[src/rtl/event_write_pkg.sv]
// event_write_pkg: shared widths, FSM states and ring-buffer wrap-add for the event RAM.
package event_write_pkg;
  localparam int DEF_DATA_W = 16;
  localparam int DEF_ADDR_W = 15;
  localparam int DEF_LEN_W  = 10;
  localparam int DEF_CNT_W  = 16;
  typedef enum logic [1:0] {IDLE, WRITE, DONE} state_t;
  function automatic logic [DEF_ADDR_W-1:0] wrap_add(
    input logic [DEF_ADDR_W-1:0] base,
    input logic [DEF_LEN_W-1:0]  len,
    input logic [DEF_ADDR_W-1:0] depth
  );
    logic [DEF_ADDR_W:0] s;
    s = {1'b0, base} + (DEF_ADDR_W+1)'(len);
    return (s >= {1'b0, depth}) ? DEF_ADDR_W'(s - {1'b0, depth}) : DEF_ADDR_W'(s);
  endfunction
endpackage

[src/rtl/slot_occupancy.sv]
// slot_occupancy: unread-word occupancy of the ring, tracking reservations, aborts and read-side releases.
module slot_occupancy
  import event_write_pkg::*;
#(
  parameter int ADDR_W = DEF_ADDR_W,
  parameter int LEN_W  = DEF_LEN_W,
  parameter int CNT_W  = DEF_CNT_W
) (
  input  logic              clk,
  input  logic              rst_n,
  input  logic              clr,
  input  logic              reserve,
  input  logic              abort,
  input  logic [LEN_W-1:0]  len,
  input  logic [ADDR_W-1:0] depth,
  input  logic [CNT_W-1:0]  n_read,
  output logic              full
);
  logic [ADDR_W:0]   occ_q, occ_d;
  logic [CNT_W-1:0]  n_read_q;
  logic [ADDR_W+1:0] len_x, sum, dec;
  always_comb begin
    len_x = (ADDR_W+2)'(len);
    sum   = (ADDR_W+2)'(occ_q) + (reserve ? len_x : '0);
    dec   = ((n_read != n_read_q) ? len_x : '0) + (abort ? len_x : '0);
    // a release beyond what is held is a read-side protocol error; clamp rather than wrap
    occ_d = (sum > dec) ? (ADDR_W+1)'(sum - dec) : '0;
    full  = (ADDR_W+2)'(occ_q) + len_x > (ADDR_W+2)'(depth);
  end
  always_ff @(posedge clk) begin
    if (!rst_n) begin
      occ_q    <= '0;
      n_read_q <= '0;
    end else begin
      occ_q    <= clr ? '0 : occ_d;
      n_read_q <= n_read;
    end
  end
endmodule

[src/rtl/event_write_scheduler.sv]
// event_write_scheduler: claims a ring slot on trigger and streams valid samples into it for the read side.
module event_write_scheduler
  import event_write_pkg::*;
#(
  parameter int DATA_W = DEF_DATA_W,
  parameter int ADDR_W = DEF_ADDR_W,
  parameter int LEN_W  = DEF_LEN_W,
  parameter int CNT_W  = DEF_CNT_W
) (
  input  logic              clk,
  input  logic              rst_n,
  input  logic              live,
  input  logic              trig,
  input  logic [DATA_W-1:0] din,
  input  logic              din_valid,
  input  logic [LEN_W-1:0]  HALF_PACKAGE_LENGTH,
  input  logic [ADDR_W-1:0] MEMORY_DEPTH,
  input  logic [CNT_W-1:0]  n_read,
  output logic              wen,
  output logic [ADDR_W-1:0] waddr,
  output logic [DATA_W-1:0] wdata,
  output logic              w_complete,
  output logic              busy,
  output logic              full,
  output logic [CNT_W-1:0]  n_evt,
  output logic [CNT_W-1:0]  drop_cnt
);
  state_t            state_q, state_d;
  logic              live_q, rise, accept, abort;
  logic [ADDR_W-1:0] wr_base_q, wr_base_d, addr_q, addr_d, waddr_q, waddr_d;
  logic [LEN_W-1:0]  cnt_q, cnt_d;
  logic [DATA_W-1:0] wdata_q, wdata_d;
  logic              wen_q, wen_d, w_complete_q, w_complete_d;
  logic [CNT_W-1:0]  n_evt_q, n_evt_d, drop_cnt_q, drop_cnt_d;
  assign rise   = live & ~live_q;
  assign accept = (state_q == IDLE) && trig && live && (HALF_PACKAGE_LENGTH != '0) && !full;
  always_comb begin
    state_d      = state_q;
    wr_base_d    = wr_base_q;
    addr_d       = addr_q;
    cnt_d        = cnt_q;
    wen_d        = 1'b0;
    waddr_d      = waddr_q;
    wdata_d      = wdata_q;
    w_complete_d = 1'b0;
    n_evt_d      = n_evt_q;
    abort        = 1'b0;
    drop_cnt_d   = (trig && !accept && !(&drop_cnt_q)) ? drop_cnt_q + CNT_W'(1) : drop_cnt_q;
    case (state_q)
      IDLE: if (accept) begin
        addr_d  = wr_base_q;
        cnt_d   = '0;
        state_d = WRITE;
      end
      WRITE: if (!live) begin
        abort   = 1'b1;
        state_d = IDLE;
      end else if (din_valid) begin
        wen_d   = 1'b1;
        waddr_d = addr_q;
        wdata_d = din;
        addr_d  = (addr_q == MEMORY_DEPTH - ADDR_W'(1)) ? '0 : addr_q + ADDR_W'(1);
        cnt_d   = cnt_q + LEN_W'(1);
        state_d = (cnt_q == HALF_PACKAGE_LENGTH - LEN_W'(1)) ? DONE : WRITE;
      end
      DONE: begin
        w_complete_d = 1'b1;
        n_evt_d      = n_evt_q + CNT_W'(1);
        wr_base_d    = wrap_add(wr_base_q, HALF_PACKAGE_LENGTH, MEMORY_DEPTH);
        state_d      = IDLE;
      end
      default: state_d = IDLE;
    endcase
  end
  always_ff @(posedge clk) begin
    live_q <= rst_n & live;
    // a fresh run starts from a clean slate, mirroring the read-side clear
    if (!rst_n || rise) begin
      state_q      <= IDLE;
      wr_base_q    <= '0;
      addr_q       <= '0;
      cnt_q        <= '0;
      wen_q        <= 1'b0;
      waddr_q      <= '0;
      wdata_q      <= '0;
      w_complete_q <= 1'b0;
      n_evt_q      <= '0;
      drop_cnt_q   <= '0;
    end else begin
      state_q      <= state_d;
      wr_base_q    <= wr_base_d;
      addr_q       <= addr_d;
      cnt_q        <= cnt_d;
      wen_q        <= wen_d;
      waddr_q      <= waddr_d;
      wdata_q      <= wdata_d;
      w_complete_q <= w_complete_d;
      n_evt_q      <= n_evt_d;
      drop_cnt_q   <= drop_cnt_d;
    end
  end
  slot_occupancy #(.ADDR_W(ADDR_W), .LEN_W(LEN_W), .CNT_W(CNT_W)) u_occ (
    .clk    (clk),
    .rst_n  (rst_n),
    .clr    (rise),
    .reserve(accept),
    .abort  (abort),
    .len    (HALF_PACKAGE_LENGTH),
    .depth  (MEMORY_DEPTH),
    .n_read (n_read),
    .full   (full)
  );
  assign wen        = wen_q;
  assign waddr      = waddr_q;
  assign wdata      = wdata_q;
  assign w_complete = w_complete_q;
  assign busy       = state_q != IDLE;
  assign n_evt      = n_evt_q;
  assign drop_cnt   = drop_cnt_q;
endmodule

[config.mk]
export PLATFORM = sky130hd
export DESIGN_NAME = event_write_scheduler
export DESIGN_NICKNAME = d
export VERILOG_FILES = /design/src/rtl/event_write_pkg.sv /design/src/rtl/slot_occupancy.sv /design/src/rtl/event_write_scheduler.sv
export SDC_FILE = /design/constraint.sdc
export NUM_CORES = 1
export LEC_CHECK = 0
export ABC_CLOCK_PERIOD_IN_PS = 15200
export BUFFER_PORTS_ARGS = -buffer_cell sky130_fd_sc_hd__buf_4
export CAP_MARGIN = 20
export CORE_UTILIZATION = 30
export CTS_BUF_LIST = sky130_fd_sc_hd__clkbuf_2 sky130_fd_sc_hd__clkbuf_4 sky130_fd_sc_hd__clkbuf_8
export CTS_CLUSTER_DIAMETER = 120
export DETAILED_ROUTE_END_ITERATION = 7
export GPL_ROUTABILITY_DRIVEN = 1
export SYNTH_ARGS = -nofsm -noshare
export SYNTH_HDL_FRONTEND = slang
export SYNTH_SLANG_ARGS = --single-unit
[constraint.sdc]
create_clock -name clk -period 15.2 [get_ports clk]
set_clock_uncertainty 0.15 [all_clocks]
set_input_delay 3.04 -clock clk [delete_from_list [all_inputs] [get_ports clk]]
set_output_delay 3.04 -clock clk [all_outputs]
set_load 0.01 [all_outputs]
### Word-level counts from Yosys, hierarchy flattened

Index checks and enable logic that the tools add are counted.

* register bits after elaboration: 140
* input port bits: 62
* output and inout bits: 67
* logic and storage cells: 87

* add/sub/neg operators: 12
* $lt $le $gt $ge: 3
* equal/unequal tests: 9
* multiplexer cells: 22
* bitwise gates (word level): 7
* reductions and logical operators: 21

Operators with widths (count)
* two-way mux 15 bit: 5
* two-way mux 10 bit: 6
* adder 16 x 10 -> 17 bit: 2
* adder 16 x 1 -> 16 bit (second input constant): 2
* case mux 15 bit (2 select lines): 1
* case mux 10 bit (2 select lines): 1
* > comparator 17 x 15 -> 1 bit: 1
* > comparator 17 bit: 1
* adder 15 x 10 -> 16 bit: 1
* >= comparator 16 x 15 -> 1 bit: 1
* != test 16 bit: 1
* AND reduction 16 bit: 1
* subtractor 16 bit: 1
* adder 15 x 1 -> 15 bit (second input constant): 1
* equality test 15 bit: 1
* subtractor 15 x 1 -> 15 bit (second input constant): 1
* subtractor 15 bit: 1
* adder 10 x 10 -> 11 bit: 1
* adder 10 x 1 -> 10 bit (second input constant): 1
* equality test 10 bit: 1
* nonzero test 10 bit: 1
* subtractor 10 x 1 -> 10 bit (second input constant): 1
* two-way mux 2 bit: 4
* logical AND 1 bit: 6
* other kinds (16): 31

### Logic depth before layout (Yosys ltp)

Gate-level depths: netlist of run 1.

* depth after elaboration: 10
* depth in mapped cells: 35
* depth with buffers taken out: 33

### Cells and area by module

Synthesis of run 1 repeated with hierarchy kept, for this count alone.

* cell total of the unflattened synthesis: 1301
* area total of the unflattened synthesis: 10396.2 µm²

Modules (own cells, without submodules)
* event_write_scheduler: times used 1, cells each 863, area an instance 6797.8 µm², seq. area each 2162.1 µm²
* slot_occupancy: times used 1, cells each 438, area an instance 3598.5 µm², seq. area each 640.6 µm²

### Least setup slack after synthesis of run 1

Ideal clock, no wire load.

* kind: input-to-reg
* start point: input HALF_PACKAGE_LENGTH[0]
* end point: register u_occ.occ_q[10]
* library setup time: 117 ps
* arrival: 9070 ps
* required time: 14933 ps
* setup slack: 5863 ps
* cell stages on the path: 35
* buffers on the path: 2
* cells stage by stage: ha_1 > inv_1 > fa_1 > nor2b_1 > o31a_1 > nand2b_1 > a31oi_1 > o21ai_2 > nand2_1 > xnor2_1 > ha_1 > nand4_1 > nor2_1 > o31ai_1 > o2111a_1 > or2_2 > and4_1 > clkbuf_1 > and2_1 > ha_1 > fa_1 > a21oi_1 > o21a_1 > o21ai_0 > nand2_1 > xnor2_1 > ha_1 > a21oi_1 > nand3_1 > o21ai_0 > a41oi_1 > and4bb_2 > a21o_1 > buf_2 > nor2_1

* word-level cells in the longest chain between the ends: 9
* elaborated cells between the ends (all ways): 15
* classes of those cells: add/sub: 4; order compare: 2; mux: 3; bitwise: 1; reduce/logical: 5

Ends and longest elaborated chain
* start: declaration: line event_write_scheduler.sv:16 `input logic [LEN_W-1:0] HALF_PACKAGE_LENGTH,`
* adder 16 x 10 -> 17 bit: line slot_occupancy.sv:28 `full = (ADDR_W+2)'(occ_q) + len_x > (ADDR_W+2)'(depth);`
* > comparator 17 x 15 -> 1 bit: line slot_occupancy.sv:28
* zero test 1 bit: line event_write_scheduler.sv:36 `assign accept = (state_q == IDLE) && trig && live && (HALF_PACKAGE_LENGTH != '0) && !full;`
* logical AND 1 bit: line event_write_scheduler.sv:36
* two-way mux 10 bit: line slot_occupancy.sv:24 `sum = (ADDR_W+2)'(occ_q) + (reserve ? len_x : '0);`
* adder 16 x 10 -> 17 bit: line slot_occupancy.sv:24
* > comparator 17 bit: line slot_occupancy.sv:27 `occ_d = (sum > dec) ? (ADDR_W+1)'(sum - dec) : '0;`
* inverter 1 bit (no source line)
* OR reduction 3 bit (no source line)
* end signal: assignment: line slot_occupancy.sv:35 `occ_q <= clr ? '0 : occ_d;`
* end: declaration: line slot_occupancy.sv:19 `logic [ADDR_W:0] occ_q, occ_d;`

Several ways; a longest one is shown, not always the timed one.
A chain may end at the register's enable or synchronous reset.

### Worst setup path in the final report of run 1

* start point: input HALF_PACKAGE_LENGTH[0]
* end point: register u_occ.occ_q[3]

Same word-level chain as after synthesis.

==> results.sh, run 1 <==
export IMPL_fin_tns_setup_ns=0
export IMPL_synth_fp_nets=1491
export IMPL_synth_compound_area_frac=0.205
export IMPL_syn_area_per_cell_um2=7.82
export IMPL_root_buffer="clkbuf_8"
export IMPL_critPathBufInv=2
export IMPL_final_setup_viol_count=0
export IMPL_vdd_drop_max_uv=38.5
export IMPL_first_global_vias=9351
export IMPL_numCtsBuffers=17
export IMPL_crit_top_cell="ha_1"
export IMPL_hold_buffers=0
export IMPL_firstDrtPassIters=5
export IMPL_synth_top_family_by_area="simple AND/OR/NAND/NOR gates"
export IMPL_die_area_mm2=0.0356
export IMPL_final_nets=1587
export IMPL_slew_headroom=0.380
export IMPL_synthXorXnorAreaFrac=0.116
export IMPL_gr_usage_all_layers=0.168
export IMPL_rsz0062_at_grt="no"
export IMPL_synth_edf_count=0
export IMPL_leakage_nw=4.98
export IMPL_async_reset_ff_frac=0
export IMPL_antenna_found_initial=0
export IMPL_place_hpwl_um=23000
export IMPL_port_buffer_count=128
export IMPL_cts_tree="built"
export IMPL_netlist_area_mm2=0.0104
export IMPL_syn_to_final_growth_pct=16.8
export IMPL_synth_ff_type="dfxtp_1"
export IMPL_grt_max_degree=62
export IMPL_ys_warn_count=0
export IMPL_drive_gt1_frac=0.143
export IMPL_antenna_cells=0
export IMPL_cts_buffer_depth=2
export IMPL_crit_fanout=14
export IMPL_core_mm2=0.0339
export IMPL_hold_class="reg -> reg"
export IMPL_p_per_area_mw_per_mm2=92.8
export IMPL_drc=0
export IMPL_end_kind="flop"
export IMPL_final_cell_mix="nand2_1 (163), dfxtp_1 (140), buf_4 (136), a21oi_1 (118), o21ai_0 (96)"
export IMPL_cts_sinks=140
export IMPL_ys_seq_area_frac=0.268
export IMPL_avgRoutedWirePerCell_um=15.8
export IMPL_period_needed_ns=9.91
export IMPL_mostFrequentLayoutCell="nand2_1"
export IMPL_synthCells=1336
export IMPL_synth_seq_cells=140
export IMPL_vias_per_cell=5.17
export IMPL_crit_slowest_cell="fa_1"
export IMPL_gp_congestion=0.853
export IMPL_crit_path_start_kind="input pin"
export IMPL_status="finished, final reports clean"
export IMPL_postCtsSetupBuffers=0
export IMPL_path_clk_slew_ns=0.08
export IMPL_max_freq_mhz=101
export IMPL_h_tree_depth=4
export IMPL_grt_overflow_total=0
export IMPL_io_pin_count=129
export IMPL_die_y_um=189
export IMPL_crit_type="in -> reg"
export IMPL_clk_latency_ns=0.46
export IMPL_timing_final_crit_share=0.652
export IMPL_final_max_slew_viol_count=0
export IMPL_synth_cell_type_count=72
export IMPL_drt_total_wl_um=30000
export IMPL_row_count=67
export IMPL_initial_core_util=0.308
export IMPL_die_w_um=189
export IMPL_postCtsResizedCells=0
export IMPL_synthAdderAreaFrac=0.116
export IMPL_ant_nets=0
export IMPL_vias=9793
export IMPL_synth_mux_area_frac=0.0116
export IMPL_worstPathRequired_ns=15.38
export IMPL_yosys_area_share_simple=0.240
export IMPL_critPathTopFamily="compound AO/OA/AOI/OAI gates"
export IMPL_grt_pass1_wl_um=48300
export IMPL_drtIter0Drc=744
export IMPL_final_hold_viol_count=0
export IMPL_cp_data_arrival_time_ns=10.09
export IMPL_power_mw=1.13
export IMPL_max_cap_violations=0
export IMPL_place_ws_ns=4.85
export IMPL_tightest_slew_ns=0.930
export IMPL_fin_ws_ns=5.29
export IMPL_slowest_delay_ns=0.43
## cell type report
class | count | area, µm²
Fill cell | 3598 | 21700
Timing Repair Buffer | 136 | 1020
Clock inverter | 13 | 139
Inverter | 51 | 191
Tap cell | 448 | 561
Multi-Input combinational cell | 1086 | 7220
Clock buffer | 19 | 262
Sequential cell | 140 | 2800
## through the flow
stage	cells	hold WS [ns]	instance area (µm²)	utilization
3_5_place_dp	1861	0.299	11800	0.348
3_3_place_gp	1861	0.294	11800	0.348
4_1_cts	1893	0.311	12200	0.360
2_1_floorplan	1336	0.298	10400	-
6_report	1893	0.308	12200	0.360
5_1_grt	1893	0.328	12200	0.360
## cell usage after synthesis, types with 5 or more instances
| library cell | number | area share |
|---|---|---|
| nand3_1 | 45 | 0.022 |
| o21ai_0 | 96 | 0.046 |
| a211oi_1 | 8 | 0.0058 |
| buf_2 | 6 | 0.0029 |
| nor3_1 | 23 | 0.011 |
| dfxtp_1 | 140 | 0.27 |
| o21a_1 | 10 | 0.0072 |
| xor2_1 | 63 | 0.053 |
| and2_1 | 40 | 0.024 |
| o31ai_1 | 14 | 0.010 |
| mux2i_1 | 11 | 0.011 |
| and3_1 | 27 | 0.016 |
| a21o_1 | 18 | 0.013 |
| a31oi_1 | 18 | 0.011 |
| or3_1 | 10 | 0.0060 |
| clkbuf_1 | 47 | 0.017 |
| nor2_1 | 83 | 0.030 |
| nand4_1 | 22 | 0.013 |
| xnor2_1 | 74 | 0.062 |
| nand2b_1 | 18 | 0.011 |
| or4_1 | 10 | 0.0072 |
| nor4_1 | 10 | 0.0060 |
| or2_2 | 10 | 0.0060 |
| o211ai_1 | 23 | 0.017 |
| ha_1 | 87 | 0.10 |
| nor2b_1 | 16 | 0.0096 |
| inv_1 | 51 | 0.018 |
| nand2_1 | 163 | 0.059 |
| nor3_2 | 5 | 0.0048 |
| fa_1 | 6 | 0.012 |
| a21oi_1 | 118 | 0.057 |
## report_power, final
| group | total, mW | internal (mW) | switching [mW] |
|---|---|---|---|
| sequential | 0.403 | 0.384 | 0.0194 |
| clock | 0.313 | 0.156 | 0.157 |
| combinational | 0.416 | 0.181 | 0.235 |
| total | 1.13 | 0.720 | 0.412 |
## state kept, by name, summed over array words and instances (netlist names), 15 cells and up
signal / count
waddr: 15
u_occ.n_read_q: 16
drop_cnt: 16
n_evt: 16
wdata: 16
u_occ.occ_q: 16
addr_q: 15
wr_base_q: 15
## cells by family (layout without fill, tap and decap cells)
family / Yosys count / count (layout)
adders and majority gates: 93 / 93
AOI/OAI and AO/OA: 345 / 345
buffers and inverters: 110 / 219
muxes: 12 / 12
DFF: 140 / 140
xor gates and xnor gates: 138 / 138
and+or+nand+nor: 498 / 498
## metal layers
metal	routed length [µm]	up-vias	global-route usage
met4	614	0	0.0549
li1	-	4927	-
met2	14100	232	0.282
met5	0	-	0
met3	1710	36	0.0333
met1	13600	4598	0.215
## tightest hold or removal path, cell delays in order (launching register included)
cell     delay [ns]
dfxtp_1        0.31
nand2_1        0.05
a21oi_1        0.05
## worst paths after layout
path         slack, ns              to                    from  cells after the start
max               5.29  u_occ.occ_q[3]  HALF_PACKAGE_LENGTH[0]                     34
min               0.31        waddr[4]                waddr[4]                      2
max reg2reg       7.64  u_occ.occ_q[3]          u_occ.occ_q[0]                     33
min reg2reg       0.31        waddr[4]                waddr[4]                      2
(Power assumes the default switching activity.)
==> run 2, diff against run 1 <==
ABC_AREA = 1   (was default)
ABC_CLOCK_PERIOD_IN_PS = 8200   (was 15200)
clock period = 8.2 ns   (was 15.2 ns; I/O delays follow)
==> results.sh, run 2 <==
export IMPL_cp_endpoint="u_occ.occ_q[2]"
export IMPL_final_nets=2010
export IMPL_status="finished, final reports clean"
export IMPL_die_y_um=196
export IMPL_max_freq_mhz=137
export IMPL_port_buffer_count=128
export IMPL_ys_warn_count=0
export IMPL_synth_ff_type="dfxtp_1"
export IMPL_gr_usage_all_layers=0.170
export IMPL_drive_gt1_frac=0.118
export IMPL_cp_num_cells=40
export IMPL_hold_buffers=0
export IMPL_r2r_end="u_occ.occ_q[2]"
export IMPL_critPathTopFamily="simple AND/OR/NAND/NOR gates"
export IMPL_cts_buffer_depth=2
export IMPL_synth_cell_type_count=48
export IMPL_path_clk_slew_ns=0.09
export IMPL_rrSetupSlack_ns=1.83
export IMPL_drtIter0Drc=646
export IMPL_h_tree_depth=4
export IMPL_cts_tree="built"
export IMPL_synth_top_area_share=0.248
export IMPL_final_setup_viol_count=0
export IMPL_cp_data_arrival_time_ns=7.48
export IMPL_fin_tns_setup_ns=0
export IMPL_vias=11336
export IMPL_synth_most_common_cell="nand2_1"
export IMPL_crit_type="in -> reg"
export IMPL_gp_congestion=0.923
export IMPL_crit_fanout=16
export IMPL_vdd_drop_max_uv=109
export IMPL_die_area_mm2=0.0385
export IMPL_syn_area_per_cell_um2=6.49
export IMPL_postCtsResizedCells=0
export IMPL_grt_pass1_wl_um=53100
export IMPL_postCtsSetupBuffers=0
export IMPL_worstPathRequired_ns=8.40
export IMPL_synthCells=1744
export IMPL_drc=0
export IMPL_vias_per_cell=4.78
export IMPL_timing_final_crit_share=0.888
export IMPL_slew_headroom=0.391
export IMPL_root_buffer="clkbuf_8"
export IMPL_firstDrtPassIters=7
export IMPL_final_max_slew_viol_count=0
export IMPL_first_global_vias=10679
export IMPL_slowest_delay_ns=0.41
export IMPL_drt_total_wl_um=32700
export IMPL_end_kind="flop"
export IMPL_syn_to_final_growth_pct=16.3
export IMPL_rsz0062_at_grt="no"
export IMPL_numCtsBuffers=17
export IMPL_synth_fp_nets=1899
export IMPL_reg2reg_from="u_occ.occ_q[0]"
export IMPL_crit_top_cell="nand2_1"
export IMPL_async_reset_ff_frac=0
export IMPL_crit_slowest_cell="fa_1"
export IMPL_initial_core_util=0.307
export IMPL_place_hpwl_um=25800
export IMPL_cp_startpoint="HALF_PACKAGE_LENGTH[0]"
export IMPL_clk_latency_ns=0.47
export IMPL_final_cell_mix="nand2_1 (394), nor2_1 (221), inv_1 (219), nand3_1 (158), dfxtp_1 (140)"
export IMPL_antenna_found_initial=2
export IMPL_grt_max_degree=49
export IMPL_netlist_top_cells_count="nand2_1 (394), nor2_1 (221), inv_1 (220), nand3_1 (158), dfxtp_1 (140)"
export IMPL_grt_overflow_total=0
export IMPL_critPathBufInv=3
export IMPL_ys_top_cells_by_area="dfxtp_1 (25%), nand2_1 (13%), ha_1 (9.6%)"
export IMPL_row_count=70
export IMPL_final_hold_viol_count=0
export IMPL_ys_seq_area_frac=0.248
export IMPL_io_pin_count=129
export IMPL_hold_class="reg -> reg"
export IMPL_max_cap_violations=0
export IMPL_core_mm2=0.0369
export IMPL_synth_seq_cells=140
export IMPL_p_per_area_mw_per_mm2=200
export IMPL_tightest_slew_ns=0.913
export IMPL_worst_r2r_path_depth=39
export IMPL_die_w_um=196
export IMPL_avgRoutedWirePerCell_um=13.8
export IMPL_mostFrequentLayoutCell="nand2_1"
export IMPL_netlist_area_mm2=0.0113
export IMPL_ant_nets=0
export IMPL_synth_edf_count=0
export IMPL_period_needed_ns=7.28
export IMPL_utilization=0.357
export IMPL_cts_sinks=140
export IMPL_crit_path_start_kind="input pin"
export IMPL_synth_top_area_cell="dfxtp_1"
export IMPL_leakage_nw=6.54
[run 2: changes by cell type after synthesis, moves of 33 or more]
cell / change
nand2_1: +231
inv_1: +169
nor2_1: +138
o21ai_0: -33
nand3_1: +113
and2_1: -39
[run 2: worst min path at each step]
stage,startpoint,end,slack (ns),cells past startpoint
5_1_grt,wr_base_q[8],wr_base_q[8],0.36,2
4_1_cts,n_evt[2],n_evt[2],0.33,2
6_report,n_evt[2],n_evt[2],0.33,2
2_1_floorplan,wr_base_q[5],wr_base_q[5],0.31,2
3_3_place_gp,n_evt[15],n_evt[15],0.31,2
3_5_place_dp,n_evt[2],n_evt[2],0.32,2
[run 2: routing by layer]
layer | share of wire | track usage | vias up | routed length, µm
met1 | 0.48 | 0.225 | 5235 | 15700
met4 | 0.021 | 0.0564 | 2 | 681
met5 | 0.00052 | 0 | - | 17
li1 | - | - | 5832 | -
met3 | 0.042 | 0.0299 | 47 | 1360
met2 | 0.46 | 0.278 | 220 | 15000
[run 2: logic make-up after synthesis]
kind of cell    synth area share
simple gates               0.338
xor+xnor                   0.101
compound gates             0.112
buf+inv                   0.0942
flops                      0.248
fa+ha+maj                  0.107
[run 2: through the flow]
stage / hold WS, ns / cells / setup WS, ns / area (µm²) / total power, mW
floorplan: 0.312 / 1744 / 0.877 / 11300 / 1.78
global route: 0.361 / 2373 / 0.336 / 13200 / 2.87
CTS: 0.331 / 2372 / 0.956 / 13200 / 2.66
detailed placement: 0.317 / 2340 / 0.442 / 12800 / 2.05
finish: 0.327 / 2373 / 0.921 / 13200 / 2.63
global placement: 0.307 / 2340 / 0.594 / 12800 / 2.03
[run 2: worst register-to-register path, delay by kind of cell (launching register included)]
kind,cells,cell delay (ns)
buffers and inverters,2,0.11
adders and majority gates,6,1.86
DFF,1,0.37
AOI/OAI and AO/OA,8,1.41
and+or+nand+nor,21,2.14
xor gates and xnor gates,2,0.22
[run 2: where the power goes]
group / internal, mW / switching, mW
Clock: 0.285 / 0.304
Combinational: 0.473 / 0.769
Sequential: 0.738 / 0.0627
[run 2: cell type report]
cell class | count | area, µm²
Fill cell | 3969 | 23700
Sequential cell | 140 | 2800
Inverter | 226 | 848
Tap cell | 504 | 631
Clock buffer | 19 | 249
Multi-Input combinational cell | 1335 | 7460
Antenna cell | 1 | 2.50
Clock inverter | 13 | 156
Timing Repair Buffer | 135 | 1010
==> run 3, diff against run 2 <==
CELL_PAD_IN_SITES_DETAIL_PLACEMENT = 1   (was default)
CELL_PAD_IN_SITES_GLOBAL_PLACEMENT = 2   (was default)
PLACE_DENSITY_LB_ADDON = 0.1   (was default)
==> results.sh, run 3 (synthesis gave the netlist of run 2 again) <==
export IMPL_final_max_slew_viol_count=0
export IMPL_reg2reg_from="u_occ.occ_q[0]"
export IMPL_crit_top_cell="nand2_1"
export IMPL_syn_to_final_growth_pct=16.4
export IMPL_firstDrtPassIters=4
export IMPL_max_freq_mhz=134
export IMPL_timing_final_crit_share=0.909
export IMPL_path_clk_slew_ns=0.10
export IMPL_leakage_nw=6.55
export IMPL_cts_buffer_depth=2
export IMPL_final_nets=2012
export IMPL_grt_overflow_total=0
export IMPL_final_hold_viol_count=0
export IMPL_antenna_cells=0
export IMPL_hold_class="reg -> reg"
export IMPL_tightest_slew_ns=1.02
export IMPL_hold_buffers=0
export IMPL_h_tree_depth=4
export IMPL_numCtsBuffers=17
export IMPL_crit_type="in -> reg"
export IMPL_fin_tns_setup_ns=0
export IMPL_placed_area_mm2=0.0128
export IMPL_worst_r2r_path_depth=41
export IMPL_r2r_end="u_occ.occ_q[4]"
export IMPL_drtIter0Drc=299
export IMPL_gp_congestion=0.834
export IMPL_vias_per_cell=4.76
export IMPL_final_cell_mix="nand2_1 (394), nor2_1 (221), inv_1 (219), nand3_1 (158), dfxtp_1 (140)"
export IMPL_clk_latency_ns=0.49
export IMPL_ant_nets=0
export IMPL_slew_headroom=0.321
export IMPL_cp_endpoint="u_occ.occ_q[4]"
export IMPL_drc=0
export IMPL_gr_usage_all_layers=0.204
export IMPL_mostFrequentLayoutCell="nand2_1"
export IMPL_avgRoutedWirePerCell_um=16.3
export IMPL_crit_fanout=16
export IMPL_die_y_um=196
export IMPL_status="finished, final reports clean"
export IMPL_row_count=70
export IMPL_rsz0062_at_grt="no"
export IMPL_p_per_area_mw_per_mm2=203
export IMPL_final_setup_viol_count=0
export IMPL_die_area_mm2=0.0385
export IMPL_grt_max_degree=46
export IMPL_die_w_um=196
export IMPL_root_buffer="clkbuf_8"
export IMPL_rrSetupSlack_ns=1.63
export IMPL_max_cap_violations=0
export IMPL_first_global_vias=11552
export IMPL_io_pin_count=129
export IMPL_vias=11296
export IMPL_antenna_found_initial=1
export IMPL_core_mm2=0.0369
export IMPL_initial_core_util=0.307
export IMPL_port_buffer_count=128
export IMPL_end_kind="flop"
export IMPL_drive_gt1_frac=0.119
export IMPL_grt_pass1_wl_um=61900
export IMPL_vdd_drop_max_uv=157
export IMPL_cp_data_arrival_time_ns=7.68
export IMPL_period_needed_ns=7.45
export IMPL_place_hpwl_um=30800
export IMPL_drt_total_wl_um=38700
export IMPL_postCtsResizedCells=0
export IMPL_final_area_mm2=0.0132
export IMPL_postCtsSetupBuffers=0
export IMPL_cts_tree="built"
export IMPL_cp_startpoint="HALF_PACKAGE_LENGTH[0]"
export IMPL_crit_slowest_cell="fa_1"
export IMPL_slowest_delay_ns=0.41
export IMPL_worstPathRequired_ns=8.43
export IMPL_crit_path_start_kind="input pin"
export IMPL_cts_sinks=140
-- run 3: cell types whose count changed in the layout (fill, tap and decap cells not counted), sizes merged --
| cell | before | now |
|---|---|---|
| clkinvlp | 4 | 2 |
| clkinv | 2 | 5 |
| clkbuf | 19 | 18 |
| inv | 231 | 232 |
| buf | 135 | 137 |
| bufinv | 2 | 1 |
| diode | 1 | 0 |
-- run 3: area by class of cell --
class,count,area [µm²]
fill,4801,23700
multi-input combinational,1335,7460
sequential,140,2800
timing repair buffer,137,1030
inverter,226,848
tap,504,631
clock buffer,18,248
clock inverter,14,154
-- run 3: worst min path at each step --
| stage | from | to | slack, ns | cells after the start |
|---|---|---|---|---|
| 2_1_floorplan | wr_base_q[5] | wr_base_q[5] | 0.31 | 2 |
| 3_3_place_gp | n_evt[15] | n_evt[15] | 0.31 | 2 |
| 3_5_place_dp | n_evt[15] | n_evt[15] | 0.32 | 2 |
| 4_1_cts | n_evt[15] | n_evt[15] | 0.33 | 2 |
| 5_1_grt | n_evt[15] | n_evt[15] | 0.36 | 2 |
| 6_report | n_evt[15] | n_evt[15] | 0.33 | 2 |
-- run 3: critical path: cells and delay by family --
kind | cells | cell delay [ns]
AND/OR/NAND/NOR | 22 | 2.13
AO/OA/AOI/OAI | 9 | 1.71
adder cells (fa/ha/maj) | 6 | 1.62
buffers and inverters | 3 | 0.22
XOR/XNOR | 2 | 0.35
-- run 3: through the flow --
stage | std cells | hold WS [ns] | total power, mW | setup slack [ns] | utilization
after floorplan | 1744 | 0.312 | 1.78 | 0.877 | -
after global placement | 2342 | 0.309 | 2.09 | 0.424 | 0.346
after detailed placement | 2342 | 0.318 | 2.11 | 0.183 | 0.346
after CTS | 2374 | 0.334 | 2.72 | 0.707 | 0.357
after global routing | 2374 | 0.362 | 2.93 | 0.0574 | 0.357
final | 2374 | 0.331 | 2.68 | 0.745 | 0.357
-- run 3: power by group --
group	switching (mW)	internal (mW)	leakage [nW]	total (mW)
logic	0.792	0.481	5.22	1.27
registers	0.0655	0.737	1.14	0.803
clock network	0.340	0.260	0.198	0.600
total	1.20	1.48	6.55	2.68
-- run 3: per-layer routing --
layer  wire, µm  vias up  share of wire  GRT usage
li1           -     5825              -          -
met4        411        2          0.011     0.0422
met1      18500     5343           0.48      0.269
met2      18800      105           0.49      0.349
met3        865       21          0.022     0.0332
met5         17        -        0.00044          0
